**src/rtl/cpu_pkg.sv**
```systemverilog
// Shared opcode, state encodings and decode helper for the accumulator CPU controller.
package cpu_pkg;

  localparam int OPW = 3;

  localparam logic [OPW-1:0] OP_HLT = 3'b000;
  localparam logic [OPW-1:0] OP_SKZ = 3'b001;
  localparam logic [OPW-1:0] OP_ADD = 3'b010;
  localparam logic [OPW-1:0] OP_AND = 3'b011;
  localparam logic [OPW-1:0] OP_XOR = 3'b100;
  localparam logic [OPW-1:0] OP_LDA = 3'b101;
  localparam logic [OPW-1:0] OP_STA = 3'b110;
  localparam logic [OPW-1:0] OP_JMP = 3'b111;

  typedef enum logic [3:0] {
    ST_IDLE      = 4'd0,
    ST_S0        = 4'd1,
    ST_S1        = 4'd2,
    ST_S2        = 4'd3,
    ST_S3        = 4'd4,
    ST_S4        = 4'd5,
    ST_S5        = 4'd6,
    ST_S6        = 4'd7,
    ST_S7        = 4'd8,
    ST_HALTED    = 4'd9,
    ST_STEP_WAIT = 4'd10
  } state_t;

  // Ops whose operand comes from memory and end with an accumulator load.
  function automatic logic is_mem_read(input logic [OPW-1:0] op);
    return (op == OP_ADD) || (op == OP_AND) || (op == OP_XOR) || (op == OP_LDA);
  endfunction

endpackage

```
**src/rtl/cpu_wait_timer.sv**
```systemverilog
// Read-phase wait timer: reloaded on entry to a read phase, flags the final cycle of the phase.
module cpu_wait_timer #(
  parameter int WAIT_CYCLES = 0
) (
  input  logic clk,
  input  logic rst,
  input  logic start_i,
  output logic phase_last_o
);

  logic [3:0] cnt_q;

  always_ff @(posedge clk) begin
    if (rst)                cnt_q <= '0;
    else if (start_i)       cnt_q <= 4'(WAIT_CYCLES);
    else if (cnt_q != 4'd0) cnt_q <= cnt_q - 4'd1;
  end

  assign phase_last_o = (cnt_q == 4'd0);

endmodule

```
**src/rtl/cpu_seq_ctrl.sv**
```systemverilog
// Instruction-cycle sequencer for the 8-bit accumulator CPU.
// Optional single-step support is enabled with CPU_CTRL_SINGLE_STEP_EN.
module cpu_seq_ctrl
  import cpu_pkg::*;
#(
  parameter int OP_W        = 3,
  parameter int WAIT_CYCLES = 0
) (
`ifdef CPU_CTRL_SINGLE_STEP_EN
  input  logic            step_mode,
  input  logic            step,
`endif
  input  logic            clk,
  input  logic            rst,
  input  logic            ena,
  input  logic [OP_W-1:0] op_code,
  input  logic            zero,
  output logic            rd,
  output logic            wr,
  output logic            load_ir,
  output logic            inc_pc,
  output logic            load_pc,
  output logic            load_acc,
  output logic            alu_enable,
  output logic            datactl_ena,
  output logic            halt,
  output logic            instr_done,
  output logic [3:0]      state
);

  state_t          state_q, state_d;
  logic [OP_W-1:0] op_q;
  logic            skz_q;
  logic            phase_last;
  logic            tmr_start;
  logic            mem_op;

  assign mem_op = is_mem_read(op_q);

  always_comb begin
    state_d = state_q;
    case (state_q)
      ST_IDLE:   state_d = ena ? ST_S0 : ST_IDLE;
      ST_S0:     state_d = phase_last ? ST_S1 : ST_S0;
      ST_S1:     state_d = phase_last ? ST_S2 : ST_S1;
      ST_S2:     state_d = ST_S3;
      ST_S3: begin
        if (op_q == OP_HLT)             state_d = ST_HALTED;
        else if (mem_op && !phase_last) state_d = ST_S3;
        else                            state_d = ST_S4;
      end
      ST_S4:     state_d = ST_S5;
      ST_S5:     state_d = ST_S6;
      ST_S6:     state_d = ST_S7;
`ifdef CPU_CTRL_SINGLE_STEP_EN
      ST_S7:        state_d = step_mode ? ST_STEP_WAIT : (ena ? ST_S0 : ST_IDLE);
      ST_STEP_WAIT: state_d = step ? ST_S0 : (!ena ? ST_IDLE : ST_STEP_WAIT);
`else
      ST_S7:     state_d = ena ? ST_S0 : ST_IDLE;
`endif
      ST_HALTED: state_d = ST_HALTED;
      default:   state_d = ST_IDLE;
    endcase
  end

  // Non-reading ops also reload on S3 entry; they simply ignore phase_last.
  assign tmr_start = ((state_d == ST_S0) || (state_d == ST_S1) || (state_d == ST_S3))
                     && (state_d != state_q);

  cpu_wait_timer #(.WAIT_CYCLES(WAIT_CYCLES)) u_wait (
    .clk          (clk),
    .rst          (rst),
    .start_i      (tmr_start),
    .phase_last_o (phase_last)
  );

  always_ff @(posedge clk) begin
    if (rst) begin
      state_q <= ST_IDLE;
      op_q    <= OP_HLT;
      skz_q   <= 1'b0;
    end else begin
      state_q <= state_d;
      // Anything outside the defined opcodes decodes as HLT.
      if (state_q == ST_S2) begin
        case (op_code)
          OP_SKZ, OP_ADD, OP_AND, OP_XOR, OP_LDA, OP_STA, OP_JMP: op_q <= op_code;
          default:                                                op_q <= OP_HLT;
        endcase
      end
      skz_q <= (state_q == ST_S5) && (op_q == OP_SKZ) && zero;
    end
  end

  always_comb begin
    rd          = 1'b0;
    wr          = 1'b0;
    load_ir     = 1'b0;
    inc_pc      = 1'b0;
    load_pc     = 1'b0;
    load_acc    = 1'b0;
    alu_enable  = 1'b0;
    datactl_ena = 1'b0;
    halt        = 1'b0;
    instr_done  = 1'b0;
    case (state_q)
      ST_S0: begin
        rd      = 1'b1;
        load_ir = phase_last;
      end
      ST_S1: begin
        rd      = 1'b1;
        load_ir = phase_last;
        inc_pc  = phase_last;
      end
      ST_S3: begin
        halt = (op_q == OP_HLT);
        rd   = mem_op;
      end
      ST_S4: begin
        alu_enable  = (op_q != OP_HLT);
        rd          = mem_op;
        datactl_ena = (op_q == OP_STA);
      end
      ST_S5: begin
        load_acc    = mem_op;
        datactl_ena = (op_q == OP_STA);
        wr          = (op_q == OP_STA);
        load_pc     = (op_q == OP_JMP);
        inc_pc      = (op_q == OP_SKZ) && zero;
      end
      ST_S6: begin
        datactl_ena = (op_q == OP_STA);
        inc_pc      = (op_q == OP_SKZ) && skz_q;
      end
      ST_S7:     instr_done = 1'b1;
      ST_HALTED: halt       = 1'b1;
      default: ;
    endcase
  end

  assign state = state_q;

endmodule

```
**config.mk**
```make
export PLATFORM = sky130hd
export DESIGN_NAME = cpu_seq_ctrl
export DESIGN_NICKNAME = d
export VERILOG_FILES = /design/src/rtl/cpu_pkg.sv /design/src/rtl/cpu_wait_timer.sv /design/src/rtl/cpu_seq_ctrl.sv
export SDC_FILE = /design/constraint.sdc
export NUM_CORES = 1
export LEC_CHECK = 0
export ABC_AREA = 1
export CAP_MARGIN = 20
export CORE_UTILIZATION = 40
export CTS_BUF_LIST = sky130_fd_sc_hd__clkbuf_8
export CTS_CLUSTER_SIZE = 10
export DETAILED_ROUTE_END_ITERATION = 8
export PLACE_DENSITY = 0.65
export RECOVER_POWER = 25
export SKIP_CTS_REPAIR_TIMING = 1
export SYNTH_ARGS = -nofsm -noshare
export SYNTH_HDL_FRONTEND = slang
export SYNTH_SLANG_ARGS = --single-unit
```
**constraint.sdc**
```tcl
create_clock -name clk -period 2.05 [get_ports clk]
set_clock_uncertainty 0.1 [all_clocks]
set_input_delay 0.3075 -clock clk [delete_from_list [all_inputs] [get_ports clk]]
set_output_delay 0.3075 -clock clk [all_outputs]
set_load 0.02 [all_outputs]
```
* Word-level counts from Yosys, hierarchy flattened
Index checks and enable logic that the tools add are counted.
** Word-level totals
- Output and inout port bits :: 14
- Logic and storage cells :: 72
- Bits of input ports :: 7
- Register bits after elaboration :: 12
** Operators by class
- Add/subtract/negate cells :: 1
- Mux-type cells :: 17
- Equal/unequal tests :: 27
- Reductions and logical operators :: 23
** Operator list (number)
- $pmux 4 s9 :: 1
- $eq 3x3->1 const B :: 8
- $eq 4x3->1 const B :: 5
- $eq 3x2->1 const B :: 4
- $eq 4x2->1 const B :: 3
- $mux 1 :: 10
- $eq 4x1->1 const B :: 2
- $eq 4x4->1 const B :: 2
- $logic_not 4->1 :: 2
- $reduce_or 2->1 :: 4
- $reduce_or 7->1 :: 1
- $eq 3x1->1 const B :: 2
- $logic_and 1x1->1 :: 6
- $logic_or 1x1->1 :: 5
- $mux 4 :: 1
- $ne 4x4->1 :: 1
- $pmux 1 s2 :: 2
- $reduce_bool 4->1 :: 1
- $sub 4x1->4 const B :: 1
- $logic_not 3->1 :: 1
- $mux 3 :: 1
- $pmux 1 s3 :: 1
- $reduce_bool 3->1 :: 1
- $reduce_or 3->1 :: 1
- other kinds (2) :: 2

* Logic depth before layout (Yosys ltp)
- Word-level depth :: 13
- Mapped depth :: 14
- Gate-level depth less buffers :: 14

* By module
Synthesis repeated with hierarchy kept, for this count alone.
** Second synthesis, totals
- Cell total of the unflattened synthesis :: 144
- Area, all modules :: 869.6 µm²
** By module, submodules not included
- cpu_seq_ctrl :: instances 1, cells an instance 115, area an instance 656.9 µm², sequential area each 160.2 µm²
- cpu_wait_timer :: instances 1, cells an instance 29, area an instance 212.7 µm², sequential area each 80.1 µm²

* Worst setup path before layout
No wires, ideal clock.
- Path kind :: register to output
- From :: register state_q[2], in the netlist state[2]
- To :: output rd
- Slack :: 62 ps
- Data required time :: 1642 ps
- Cell stages (with the launch flop) :: 4
- Path buffers :: 1
- Data arrival time :: 1580 ps
- Cells stage by stage :: dfxtp_1 > buf_4 > nand2_4 > o311ai_0
** Between the ends
- Cells in the longest elaborated chain, start to end :: 3
- Elaborated cells on any way between the ends :: 7
- Classes of those cells :: eq/ne (4); mux (1); reduce/logical (2)
** Ends and longest elaborated chain
- start, declared :: line cpu_seq_ctrl.sv:31 : state_t state_q, state_d;
- start signal, assigned :: line cpu_seq_ctrl.sv:83 : state_q <= state_d;
- $eq 4x3->1, or another cell as far along :: line cpu_seq_ctrl.sv:106 : case (state_q)
- $reduce_or 2->1 (no source line)
- $pmux 1 s2 * :: line cpu_seq_ctrl.sv:106
- end, declared :: line cpu_seq_ctrl.sv:18 : output logic rd,
Every way passes the cells marked *; elsewhere a longest branch is shown, timed or not.

* Worst setup path after layout
- From :: register u_wait.cnt_q[0]
- To :: output inc_pc
** Between the ends
- Cells in the longest elaborated chain, start to end :: 2
** Ends and longest elaborated chain
- start, declared :: line cpu_wait_timer.sv:11 : logic [3:0] cnt_q;
- start signal, assigned :: line cpu_wait_timer.sv:15 : else if (start_i) cnt_q <= 4'(WAIT_CYCLES);
- start signal, assigned :: line cpu_wait_timer.sv:16 : else if (cnt_q != 4'd0) cnt_q <= cnt_q - 4'd1;
- $logic_not 4->1 :: line cpu_wait_timer.sv:19 : assign phase_last_o = (cnt_q == 4'd0);
- $pmux 1 s3 :: line cpu_seq_ctrl.sv:106
- end, declared :: line cpu_seq_ctrl.sv:21 : output logic inc_pc,
No other way between the ends.

==> impl_metrics.json <==
{
  "min_period_ps": 1926,
  "hold_start": "op_q[2]",
  "clock_sinks": 12,
  "power_density_mw_per_mm2": 1162,
  "synthCells": 145,
  "hold_ws_ps": 396.7,
  "synth-seq-cells": 12,
  "synthFlopType": "dfxtp_1",
  "drive_gt1_share_pct": 27.13,
  "clk_latency_ps": 250,
  "die_y_um": 50.15,
  "grt_pass1_vias": 1011,
  "port_buffers": 20,
  "finalSetupViolCount": 0,
  "antenna_found_initial": 0,
  "cp_max_fo": 3,
  "fillCellCount": 205,
  "drv_slew": 0,
  "syn-cell-area_um2": 927.1,
  "yosysWarnings": 0,
  "tritoncts": "yes",
  "crit_type": "reg -> out",
  "worstSetupStartpointType": "flip-flop",
  "dieArea_mm2": 0.002515,
  "clockBufferDepth": 2,
  "rows": 17,
  "hold_class": "reg -> reg",
  "cp.required_ps": 1640,
  "rsz0062_at_grt": "no",
  "ys_async_sr_fraction_pct": 0,
  "grt_max_degree": 10,
  "wl_um": 2577,
  "ant_nets": 0,
  "fmax_mhz": 519.2,
  "drv_cap": 0,
  "multi_input_area_um2": 565.5,
  "setup_ws_ps": 123.8,
  "pin_count": 21,
  "synth.distinct_cells": 26,
  "p_leak_nw": 0.8240,
  "cp_slowest_cell": "dfxtp_1",
  "grt-ovfl-total": 0,
  "seq_area_frac_synth_pct": 25.91,
  "grtUsageTotal_pct": 22.37,
  "grt_pass1_wl_um": 4257,
  "crit_chain": "inv_1 -> ha_1 -> nand2_1 -> nor2_1 -> nand3_1 -> o21ai_0 -> dlymetal6s2s_1",
  "drc": 0,
  "ir_drop_mv": 0.5990,
  "hold_violations": 0,
  "dp_slack_ps": -36.76,
  "arrival_ps": 1520,
  "register_area_um2": 242.7,
  "r2r-start": "state[3]",
  "num_vias": 1081,
  "period_share_pct": 93.96,
  "startpoint": "u_wait.cnt_q[0]",
  "core-area_mm2": 0.002191,
  "fin_util_pct": 62.82,
  "drt_iter0_markers": 36,
  "status": "complete, no violations",
  "worst-path-buf-inv": 2,
  "firstDrtPassIters": 4,
  "wl_per_cell_um": 11.93,
  "diodes": 0,
  "cts_root_buf": "clkbuf_8",
  "vias_per_cell": 5.005,
  "path_clk_slew_ps": 50,
  "h-tree-depth": 1,
  "tightestPinTransition_ps": 305.1,
  "synth_edf_count": 0,
  "final_nets": 197,
  "slew_headroom_pct": 79.40,
  "end_kind": "primary output",
  "max_stage_delay_ps": 300,
  "synth_nets": 153,
  "hpwl_um": 2097,
  "area_growth_pct": 48.45,
  "rrSetupSlack_ps": 140,
  "start_util_pct": 42.32,
  "numCtsBuffers": 3,
  "cp_top_family": "simple AND/OR/NAND/NOR gates",
  "gp_congestion": 0.9162,
  "dieWidth_um": 50.15,
  "syn_avg_cell_area_um2": 6.394
}
[layer usage]
metal / share of wire [%] / global-route usage [%]
met3: 4.1 / 3.030
met5: 0 / 0
met4: 1.4 / 9.048
met1: 43 / 25.70
met2: 51 / 40.89
[cell families after synthesis]
family | after synthesis | share of synthesized area [%]
flip-flops | 12 | 25.91
AO/OA/AOI/OAI | 14 | 8.771
AND/OR/NAND/NOR | 90 | 48.99
adder cells (fa/ha/maj) | 1 | 1.349
XOR/XNOR | 2 | 1.890
buffers and inverters | 26 | 13.09
[area by class of cell]
class	instances	share of cell area, %
tap	28	2.545
inverter	23	6.636
timing repair buffer	42	28.09
clock buffer	4	4.000
sequential	12	17.64
multi-input combinational	107	41.09
[flip-flops by register name, summed over array words and instances, names as in the netlist]
| register | flops |
|---|---|
| state | 4 |
| u_wait.cnt_q | 4 |
| op_q | 3 |
| skz_q | 1 |
[cells in the mapped netlist (2+ instances only)]
library cell   n  area (µm²)
inv_2          6       22.52
nand2_2        5       31.28
nand2_4        2       22.52
nand2_1       23       86.33
nand4_1        4       25.02
buf_6          2       22.52
o21ai_0        5       25.02
a21oi_1        3       15.01
dfxtp_1       12       240.2
xor2_1         2       17.52
nor2_4         3       33.78
a31oi_1        3       18.77
nor2_2         5       31.28
nand3_1       12       60.06
nor2_1        30       112.6
inv_1         16       60.06
nor3_1         3       15.01
[worst reg2reg max path: cells and delay by family (launching register included)]
family | cells | cell delay [ps]
flip-flops | 1 | 410
AND/OR/NAND/NOR | 10 | 900
buffers and inverters | 3 | 380
[final timing paths]
path | cells past startpoint | to
hold / removal | 2 | op_q[2]
setup reg to reg | 13 | u_wait.cnt_q[1]
hold reg to reg | 2 | op_q[2]
setup / recovery | 7 | inc_pc
[where the power goes]
group	internal, mW	switching [mW]
Combinational	0.434	0.560
Sequential	0.285	0.0557
Clock	0.170	0.0944
[cells in the final DEF (no fill, tap or decap)]
| cell | count |
|---|---|
| nor2_8 | 1 |
| nand3_2 | 1 |
| dfxtp_1 | 10 |
| o2111ai_1 | 1 |
| nor2_2 | 5 |
| inv_6 | 1 |
| o311ai_0 | 1 |
| a21oi_1 | 3 |
| clkdlybuf4s50_1 | 10 |
| buf_4 | 21 |
| ha_1 | 1 |
| xor2_1 | 2 |
| o21ai_0 | 5 |
| o21ai_1 | 1 |
| nand3_1 | 12 |
| dfxtp_2 | 2 |
| clkbuf_1 | 1 |
| clkbuf_8 | 4 |
| nor3_1 | 3 |
| nor4_1 | 1 |
| nand2_1 | 23 |
| inv_2 | 6 |
| nor2_1 | 30 |
| nand4_1 | 4 |
| inv_1 | 16 |
| nand2_4 | 2 |
| nor2_4 | 3 |
| nand2_2 | 5 |
| dlymetal6s2s_1 | 10 |
| a31oi_1 | 3 |
[stage by stage]
step                      cells  TNS, ps  area [µm²]  total power, mW
after floorplan             145        0       927.1           0.9656
after global placement      212   -36.71        1297            1.316
after detailed placement    212   -44.22        1297            1.343
after CTS                   216    -1947        1353            1.616
after global routing        216        0        1376            1.720
final                       216        0        1376            1.599
(Power assumes the default switching activity.)
